[src/rtl/i2c_pkg.sv]
// Shared state encoding and bus constants for the I2C target.
package i2c_pkg;

  localparam logic [6:0] I2C_DEFAULT_ADDR = 7'h40;
  localparam logic       RW_WRITE         = 1'b0;
  localparam logic       RW_READ          = 1'b1;

  typedef enum logic [3:0] {
    ST_IDLE      = 4'd0,
    ST_ADDR      = 4'd1,
    ST_ADDR_ACK  = 4'd2,
    ST_PTR       = 4'd3,
    ST_PTR_ACK   = 4'd4,
    ST_WDATA     = 4'd5,
    ST_WDATA_ACK = 4'd6,
    ST_RDATA     = 4'd7,
    ST_RDATA_ACK = 4'd8,
    ST_IGNORE    = 4'd9
  } i2c_state_e;

endpackage

[src/rtl/i2c_line_sync.sv]
// Synchronizes SCL/SDA into clk_i and derives SCL edges plus START/STOP events.
module i2c_line_sync #(
  parameter int unsigned SYNC_STAGES = 2
) (
  input  logic clk_i,
  input  logic rst_ni,
  input  logic scl_i,
  input  logic sda_i,
  output logic scl_rise,
  output logic scl_fall,
  output logic start,
  output logic stop,
  output logic sda_s
);

  logic [SYNC_STAGES-1:0] r_scl_sync;
  logic [SYNC_STAGES-1:0] r_sda_sync;
  logic                   r_scl_d;
  logic                   r_sda_d;
  logic                   w_scl;
  logic                   w_sda;

  // Idle bus is high; resetting to 1 avoids spurious edges after reset.
  always_ff @(posedge clk_i or negedge rst_ni) begin
    if (!rst_ni) begin
      r_scl_sync <= '1;
      r_sda_sync <= '1;
      r_scl_d    <= 1'b1;
      r_sda_d    <= 1'b1;
    end else begin
      r_scl_sync <= {r_scl_sync[SYNC_STAGES-2:0], scl_i};
      r_sda_sync <= {r_sda_sync[SYNC_STAGES-2:0], sda_i};
      r_scl_d    <= w_scl;
      r_sda_d    <= w_sda;
    end
  end

  assign w_scl    = r_scl_sync[SYNC_STAGES-1];
  assign w_sda    = r_sda_sync[SYNC_STAGES-1];
  assign scl_rise = w_scl & ~r_scl_d;
  assign scl_fall = ~w_scl & r_scl_d;
  assign start    = w_scl & r_scl_d & ~w_sda & r_sda_d;
  assign stop     = w_scl & r_scl_d & w_sda & ~r_sda_d;
  assign sda_s    = w_sda;

endmodule

[src/rtl/i2c_target.sv]
// I2C target bridging bus transfers to a register bank (pointer + data bytes).
// Define I2C_TARGET_AUTOINC_EN to advance the pointer after each data byte.
module i2c_target
  import i2c_pkg::*;
#(
  parameter logic [6:0]  TARGET_ADDRESS = I2C_DEFAULT_ADDR,
  parameter int unsigned SYNC_STAGES    = 2
) (
  input  logic       clk_i,
  input  logic       rst_ni,
  input  logic       scl_i,
  input  logic       sda_i,
  output logic       sda_oe_o,
  output logic [7:0] reg_addr_o,
  output logic [7:0] reg_wdata_o,
  output logic       reg_we_o,
  input  logic [7:0] reg_rdata_i,
  output logic       busy_o
);

`ifdef I2C_TARGET_AUTOINC_EN
  localparam logic [7:0] PTR_STEP = 8'd1;
`else
  localparam logic [7:0] PTR_STEP = 8'd0;
`endif

  logic       w_scl_rise;
  logic       w_scl_fall;
  logic       w_start;
  logic       w_stop;
  logic       w_sda;
  logic [7:0] w_byte;
  logic       w_last_bit;

  i2c_state_e r_state;
  logic [3:0] r_bitcnt;
  logic [7:0] r_shift;
  logic [7:0] r_tx;
  logic [7:0] r_ptr;
  logic [7:0] r_wdata;
  logic       r_oe;
  logic       r_we;
  logic       r_busy;
  logic       r_rw;

  i2c_line_sync #(
    .SYNC_STAGES(SYNC_STAGES)
  ) u_line_sync (
    .clk_i   (clk_i),
    .rst_ni  (rst_ni),
    .scl_i   (scl_i),
    .sda_i   (sda_i),
    .scl_rise(w_scl_rise),
    .scl_fall(w_scl_fall),
    .start   (w_start),
    .stop    (w_stop),
    .sda_s   (w_sda)
  );

  assign w_byte     = {r_shift[6:0], w_sda};
  assign w_last_bit = (r_bitcnt == 4'd7);

  // Receive states count SCL rises 0..7; ACK slots use 8 (before 9th rise) and 9 (after).
  always_ff @(posedge clk_i or negedge rst_ni) begin
    if (!rst_ni) begin
      r_state  <= ST_IDLE;
      r_bitcnt <= '0;
      r_shift  <= '0;
      r_tx     <= '0;
      r_ptr    <= '0;
      r_wdata  <= '0;
      r_oe     <= 1'b0;
      r_we     <= 1'b0;
      r_busy   <= 1'b0;
      r_rw     <= 1'b0;
    end else begin
      r_we <= 1'b0;
      if (r_we) r_ptr <= r_ptr + PTR_STEP;
      if (w_start) begin
        r_state  <= ST_ADDR;
        r_bitcnt <= '0;
        r_oe     <= 1'b0;
      end else if (w_stop) begin
        r_state  <= ST_IDLE;
        r_bitcnt <= '0;
        r_oe     <= 1'b0;
        r_busy   <= 1'b0;
      end else begin
        case (r_state)
          ST_ADDR, ST_PTR, ST_WDATA: begin
            if (w_scl_rise) begin
              r_shift <= w_byte;
              if (!w_last_bit) begin
                r_bitcnt <= r_bitcnt + 4'd1;
              end else begin
                r_bitcnt <= 4'd8;
                if (r_state == ST_ADDR) begin
                  r_rw <= w_sda;
                  if (w_byte[7:1] == TARGET_ADDRESS) begin
                    r_state <= ST_ADDR_ACK;
                    r_busy  <= 1'b1;
                  end else begin
                    r_state <= ST_IGNORE;
                    r_busy  <= 1'b0;
                  end
                end else if (r_state == ST_PTR) begin
                  r_ptr   <= w_byte;
                  r_state <= ST_PTR_ACK;
                end else begin
                  r_wdata <= w_byte;
                  r_we    <= 1'b1;
                  r_state <= ST_WDATA_ACK;
                end
              end
            end
          end
          ST_ADDR_ACK, ST_PTR_ACK, ST_WDATA_ACK: begin
            if (w_scl_rise && r_bitcnt == 4'd8) begin
              r_bitcnt <= 4'd9;
            end else if (w_scl_fall && r_bitcnt == 4'd8) begin
              r_oe <= 1'b1;
            end else if (w_scl_fall && r_bitcnt == 4'd9) begin
              r_bitcnt <= '0;
              if (r_state == ST_ADDR_ACK && r_rw == RW_READ) begin
                r_tx    <= reg_rdata_i;
                r_oe    <= ~reg_rdata_i[7];
                r_state <= ST_RDATA;
              end else begin
                r_oe    <= 1'b0;
                r_state <= (r_state == ST_ADDR_ACK) ? ST_PTR : ST_WDATA;
              end
            end
          end
          ST_RDATA: begin
            if (w_scl_rise) begin
              r_bitcnt <= r_bitcnt + 4'd1;
            end else if (w_scl_fall && r_bitcnt != 4'd0) begin
              if (r_bitcnt == 4'd8) begin
                r_oe    <= 1'b0;
                r_state <= ST_RDATA_ACK;
              end else begin
                r_tx <= {r_tx[6:0], 1'b0};
                r_oe <= ~r_tx[6];
              end
            end
          end
          ST_RDATA_ACK: begin
            if (w_scl_rise && r_bitcnt == 4'd8) begin
              r_ptr    <= r_ptr + PTR_STEP;
              r_bitcnt <= 4'd9;
              if (w_sda) r_state <= ST_IGNORE;
            end else if (w_scl_fall && r_bitcnt == 4'd9) begin
              r_tx     <= reg_rdata_i;
              r_oe     <= ~reg_rdata_i[7];
              r_bitcnt <= '0;
              r_state  <= ST_RDATA;
            end
          end
          ST_IDLE, ST_IGNORE: ;
          default: r_state <= ST_IDLE;
        endcase
      end
    end
  end

  assign sda_oe_o    = r_oe;
  assign reg_addr_o  = r_ptr;
  assign reg_wdata_o = r_wdata;
  assign reg_we_o    = r_we;
  assign busy_o      = r_busy;

endmodule

[config.mk]
export PLATFORM = sky130hd
export DESIGN_NAME = i2c_target
export DESIGN_NICKNAME = d
export VERILOG_FILES = /design/src/rtl/i2c_pkg.sv /design/src/rtl/i2c_line_sync.sv /design/src/rtl/i2c_target.sv
export SDC_FILE = /design/constraint.sdc
export NUM_CORES = 1
export LEC_CHECK = 0
export CORE_ASPECT_RATIO = 0.8
export CORE_MARGIN = 2
export CORE_UTILIZATION = 40
export CTS_CLUSTER_SIZE = 30
export DETAILED_ROUTE_END_ITERATION = 16
export GPL_TIMING_DRIVEN = 0
export PLACE_DENSITY = 0.68
export SLEW_MARGIN = 10
export SYNTH_ARGS = -nofsm -noshare
export SYNTH_HDL_FRONTEND = slang
export SYNTH_HIERARCHICAL = 1
export SYNTH_SLANG_ARGS = --single-unit
[constraint.sdc]
create_clock -name clk_i -period 5.55 [get_ports clk_i]
set_input_delay 1.3875 -clock clk_i [delete_from_list [all_inputs] [get_ports clk_i]]
set_output_delay 1.3875 -clock clk_i [all_outputs]
set_load 0.005 [all_outputs]
**Word level (Yosys, flattened, before mapping)**

Cells that the tools add are included.

- Bits in registers: 48
- Logic and storage cells: 167
- Input bits: 12

- Bitwise gates (word level): 17
- Add/sub/neg operators: 1
- Equality and inequality tests: 38
- Reductions and logical operators: 26
- Multiplexer cells: 71

Operators by type and width:

| kind | count |
|---|---|
| $mux W4 | 24 |
| $mux W7 | 9 |
| $mux W8 | 7 |
| $ne A4 B2 Y1 const B | 11 |
| $mux W1 | 24 |
| $pmux W7 S3 | 1 |
| $reduce_and A7 Y1 | 3 |
| $eq A4 B3 Y1 const B | 5 |
| $pmux W4 S5 | 1 |
| $ne A2 B2 Y1 const B | 9 |
| $eq A4 B4 Y1 const B | 4 |
| $pmux W4 S4 | 1 |
| $ne A5 B3 Y1 const B | 3 |
| $reduce_and A12 Y1 | 1 |
| $reduce_and A11 Y1 | 1 |
| $not A1 Y1 | 10 |
| $eq A4 B2 Y1 const B | 2 |
| $reduce_and A4 Y1 | 2 |
| $reduce_bool A2 Y1 | 4 |
| $and A1 B1 Y1 | 7 |
| $eq A7 B7 Y1 const B | 1 |
| $mux W3 | 2 |
| $reduce_and A6 Y1 | 1 |
| $reduce_bool A6 Y1 | 1 |
| 14 further kinds | 19 |

**Depth between registers and ports, before layout**

- Depth after elaboration: 9
- Gate-level depth with buffers: 8
- Gate-level depth less buffers: 7

**Hierarchy**

The synthesis kept the hierarchy.

Modules (own cells, without submodules):

| module | seq. area each (sq um) | area an instance (sq um) | cells each | times used |
|---|---|---|---|---|
| i2c_target | 1051.0 | 2306.0 | 209 | 1 |
| i2c_line_sync | 157.7 | 190.2 | 10 | 1 |

**Least setup slack after synthesis**

Ideal clock, no wire load.

- Path kind: flip-flop to flip-flop
- Start: reg u_line_sync.r_scl_d
- End: reg r_tx[1]
- Library setup time: 0.125 ns
- Buffers on the path: 0
- Stages on the path, launching flop included: 6
- Path slack: 3.319 ns
- Data arrival time: 2.106 ns
- Cell sequence: dfstp_2 nor2b_1 inv_1 or4_1 a221oi_4 mux2_2

- Elaborated cells on any way between the ends: 22
- Classes of those cells: 7 x eq/ne; 10 x bitwise; 5 x reduce/logical

RTL lines:

| element | RTL line | RTL |
|---|---|---|
| start: declaration | i2c_line_sync.sv:18 | `logic r_scl_d;` |
| start signal: assignment | i2c_line_sync.sv:33 | `r_scl_d <= w_scl;` |
| $and A1 B1 Y1 * | i2c_line_sync.sv:41 | `assign scl_fall = ~w_scl & r_scl_d;` |
| named net w_scl_fall | i2c_target.sv:28 | `logic w_scl_fall;` |
| $logic_and A1 B1 Y1, on equally long branches | - |  |
| $ne A2 B2 Y1 (no source line) | - |  |
| $reduce_and A12 Y1 (no source line) * | - |  |
| end signal: assignment | i2c_target.sv:125 | `r_tx <= reg_rdata_i;` |
| end signal: assignment | i2c_target.sv:142 | `r_tx <= {r_tx[6:0], 1'b0};` |
| end signal: assignment | i2c_target.sv:153 | `r_tx <= reg_rdata_i;` |
| end: declaration | i2c_target.sv:38 | `logic [7:0] r_tx;` |

Mark *: on every way through the listed nets, which the timed path passes. The rest lies on a longest branch.
A chain may end at the register's enable or synchronous reset.

**Worst setup path after layout**

- Start: reg r_busy, in the netlist busy_o
- End: out busy_o

RTL lines:

| element | RTL line | RTL |
|---|---|---|
| start: declaration | i2c_target.sv:43 | `logic r_busy;` |
| start signal: assignment | i2c_target.sv:74 | `r_busy <= 1'b0;` |
| start signal: assignment | i2c_target.sv:87 | `r_busy <= 1'b0;` |
| start signal: assignment | i2c_target.sv:101 | `r_busy <= 1'b1;` |
| end: declaration | i2c_target.sv:18 | `output logic busy_o` |

No word-level cell between the ends.

==> results.ini <==
[cts]
cts_tree = done
htreeDepth = 2
cts_buffer_depth = 2
clk_latency_ps = 300
hold_buffers = 0
cts-resized-gates = 0
clkSinkCount = 48
cts_root_buf = clkbuf_8
cts_setup_buffers = 0
cts_buffers = 5
path_clk_slew_ps = 90

[synthesis]
synth_edf_count = 0
synth_area_um2 = 2496
synth_cells = 219
ys_ff_latch = 48
synth_area_leaders = dfrtp_1 42%, mux2_2 16%, dfstp_2 6.3%, and4b_1 2.4%, mux2i_1 2.4%
yosysWarnings = 6
ys.flop_type = dfrtp_1
async_flop_share = 1.000
synth_top_cell_by_area = dfrtp_1
synth_top_area_frac = 0.4211
ys_seq_area_frac = 0.4842
synth_nets = 234
synth.avg_cell_area_um2 = 11.40
synth_cell_types = 50

[route]
routed_via_density = 5.445
met1_length_um = 2514
drc = 0
drtPass1Iterations = 5
wl_per_cell_um = 15.15
routed-wl-met3_um = 303
vias = 1846
drt_iter0_markers = 109
dr_wl_met2_um = 2265
top_layer = met4
wl_um = 5137
antenna_left = 0

[layout]
layout-drive-gt1-share = 0.2481
final_cells = 339
register_area_um2 = 1209
multi_input_area_um2 = 1222
n_fill_cell = 529
nets = 272
n_antenna_cell = 0
syn_to_final_growth_pct = 22.21
final_core_util = 0.5106

[timing]
grt_setup_unrepaired = false
fin_ws_ps = 2956
hold_viol = 0
finalSetupViolCount = 0
tns_ps = 0
min_period_over_period = 0.4673
worst_pin_slew_ps = 673.1
relSlewSlack = 0.5471
skew_ps = 5.349
fmax_ghz = 0.3855
min_period_ps = 2594
slew_viol_final = 0

[placement]
place_ws_ps = 2969
place_congestion = 0.8871
portBuffers = 30
post-place-cells = 331
hpwl_um = 3836

[power_and_ir_drop]
internal_power_uw = 761.1
cellLeakagePower_nw = 1.341
p_comb_frac = 0.330
clock_power_share = 0.266
pwr-share-seq = 0.405
vdd_ir_drop_max_v = 0.0002542
p_switching_uw = 387.2
pwr_density_cell_nw_per_um2 = 376.4
p_sw_frac = 0.3372
power_mw = 1.148

[critical_path]
required_ps = 4160
cp_max_fo = 3
crit_type = reg -> out
cp_slowest_cell = clkdlybuf4s50_1
start_kind = register
worstSetupStartpoint = busy_o
crit_chain = clkdlybuf4s50_1
critPathCaptureType = output port
r2r_cells = 7
r2r-end = r_tx[1]
path_delay_family = buffers and inverters
critPathMaxStageDelay_ps = 510
critPathArrivalTime_ps = 1210
path_depth = 1
regToRegSetupSlack_ps = 3010
rr_startpoint = u_line_sync/r_scl_d
crit_buf_inv = 1

[global_routing]
overflow = 0
track_usage = 0.1603
antenna_found_initial = 0
grt_pass1_vias = 1797
grt_pass1_wl_um = 8714
grt_max_degree = 37

[worst_hold_path]
min_from = u_line_sync/r_sda_sync[0]
min_to = u_line_sync/r_sda_sync[1]
hp-class = reg -> reg
holdPathStages = 0

[die]
die_area_um2 = 6892
die_w_um = 92.32
ios = 31
die_h_um = 74.66
initial_core_util = 0.4178
coreArea_um2 = 5974
row_count = 25

[job]
maxCapViolCount = 0

[status]
outcome = finished clean

==> per-stage QoR <==
| step | hold WS [ps] | area [um^2] |
|---|---|---|
| after floorplan | 345.2 | 2496 |
| after global placement | 345.8 | 2898 |
| after detailed placement | 347.6 | 2913 |
| after CTS | 362.1 | 3050 |
| after global routing | 365.1 | 3050 |
| final | 359.9 | 3050 |
==> cells by family (layout without fill, tap and decap cells) <==
| logic type | after synthesis | count (layout) | synth area share |
|---|---|---|---|
| AND/OR/NAND/NOR | 69 | 69 | 0.1699 |
| adder cells (fa/ha/maj) | 3 | 3 | 0.01504 |
| AO/OA/AOI/OAI | 40 | 40 | 0.1193 |
| XOR/XNOR | 1 | 1 | 0.003509 |
| flip-flops | 48 | 48 | 0.4842 |
| buffers and inverters | 17 | 56 | 0.02606 |
| multiplexers | 41 | 41 | 0.1820 |
==> cell usage after synthesis (3+ instances only) <==
master / instances
nand3_1: 9
nor2b_1: 4
and4b_1: 6
dfrtp_1: 42
nand4b_1: 4
or2_2: 3
clkbuf_1: 10
or4b_2: 3
a21oi_1: 4
mux2i_1: 6
o21bai_1: 4
nor2_1: 6
nand2_1: 15
mux2_2: 35
dfstp_2: 6
o22ai_1: 3
inv_1: 6
o21ai_0: 9
ha_1: 3
==> metal layers <==
metal | track usage | vias up
met5 | 0 | -
met4 | 0.04975 | 0
met3 | 0.03303 | 7
met2 | 0.2352 | 53
met1 | 0.2404 | 898
li1 | - | 888
==> registers in the layout, summed over array words and instances (netlist names), 2 cells and up <==
| signal | flops |
|---|---|
| r_bitcnt | 4 |
| reg_wdata_o | 8 |
| r_tx | 7 |
| reg_addr_o | 8 |
| u_line_sync/r_sda_sync | 2 |
| u_line_sync/r_scl_sync | 2 |
| r_shift | 7 |
| r_state | 4 |
==> power by group through the flow <==
| stage | registers [mW] | clock network, mW | logic (mW) |
|---|---|---|---|
| after global placement | 0.471 | 0 | 0.367 |
| after global routing | 0.477 | 0.328 | 0.422 |
| after floorplan | 0.455 | 0 | 0.288 |
| after detailed placement | 0.472 | 0 | 0.374 |
| final | 0.465 | 0.305 | 0.379 |
| after CTS | 0.466 | 0.314 | 0.376 |
==> how the worst max path moves through the flow <==
stage	end	slack, ps
after CTS	busy_o	2940
after global routing	reg_wdata_o[3]	2820
after detailed placement	sda_oe_o	2970
after floorplan	r_tx[1]	3320
after global placement	r_rw	1690
final	busy_o	2960
==> cell usage in the layout, fill, tap and decap left out, types with 2 or more instances in the layout <==
cell type	netlist	routed
clkbuf_8	0	5
or3_1	2	2
o22ai_1	3	3
nand2_1	15	15
or2_2	3	3
dfrtp_1	42	42
a2111oi_0	2	2
clkdlybuf4s50_1	0	29
o21ai_0	9	9
inv_1	6	6
buf_2	1	2
dfstp_2	6	6
mux2i_1	6	6
a21oi_1	4	4
o21a_1	2	2
mux2_2	35	35
a31oi_1	2	2
nand4b_1	4	4
bufinv_16	0	2
nand2b_1	2	2
clkbuf_1	10	10
nor2_1	6	6
nand4_1	2	2
nor3b_1	2	2
ha_1	3	3
or4b_2	3	3
and4b_1	6	6
nand3_1	9	9
and3_1	2	2
o21bai_1	4	4
o211a_1	2	2
nor2b_1	4	4
a31o_2	2	2
==> layout make-up <==
class                           instances  share of cell area
Multi-Input combinational cell        154              0.4007
Inverter                                6            0.007383
Clock buffer                            5             0.02256
Timing Repair Buffer                   31              0.1034
Buffer                                 11             0.01395
Clock inverter                          3             0.02256
Sequential cell                        48              0.3962
Tap cell                               81             0.03322
Power figures use the tool's default switching activity.
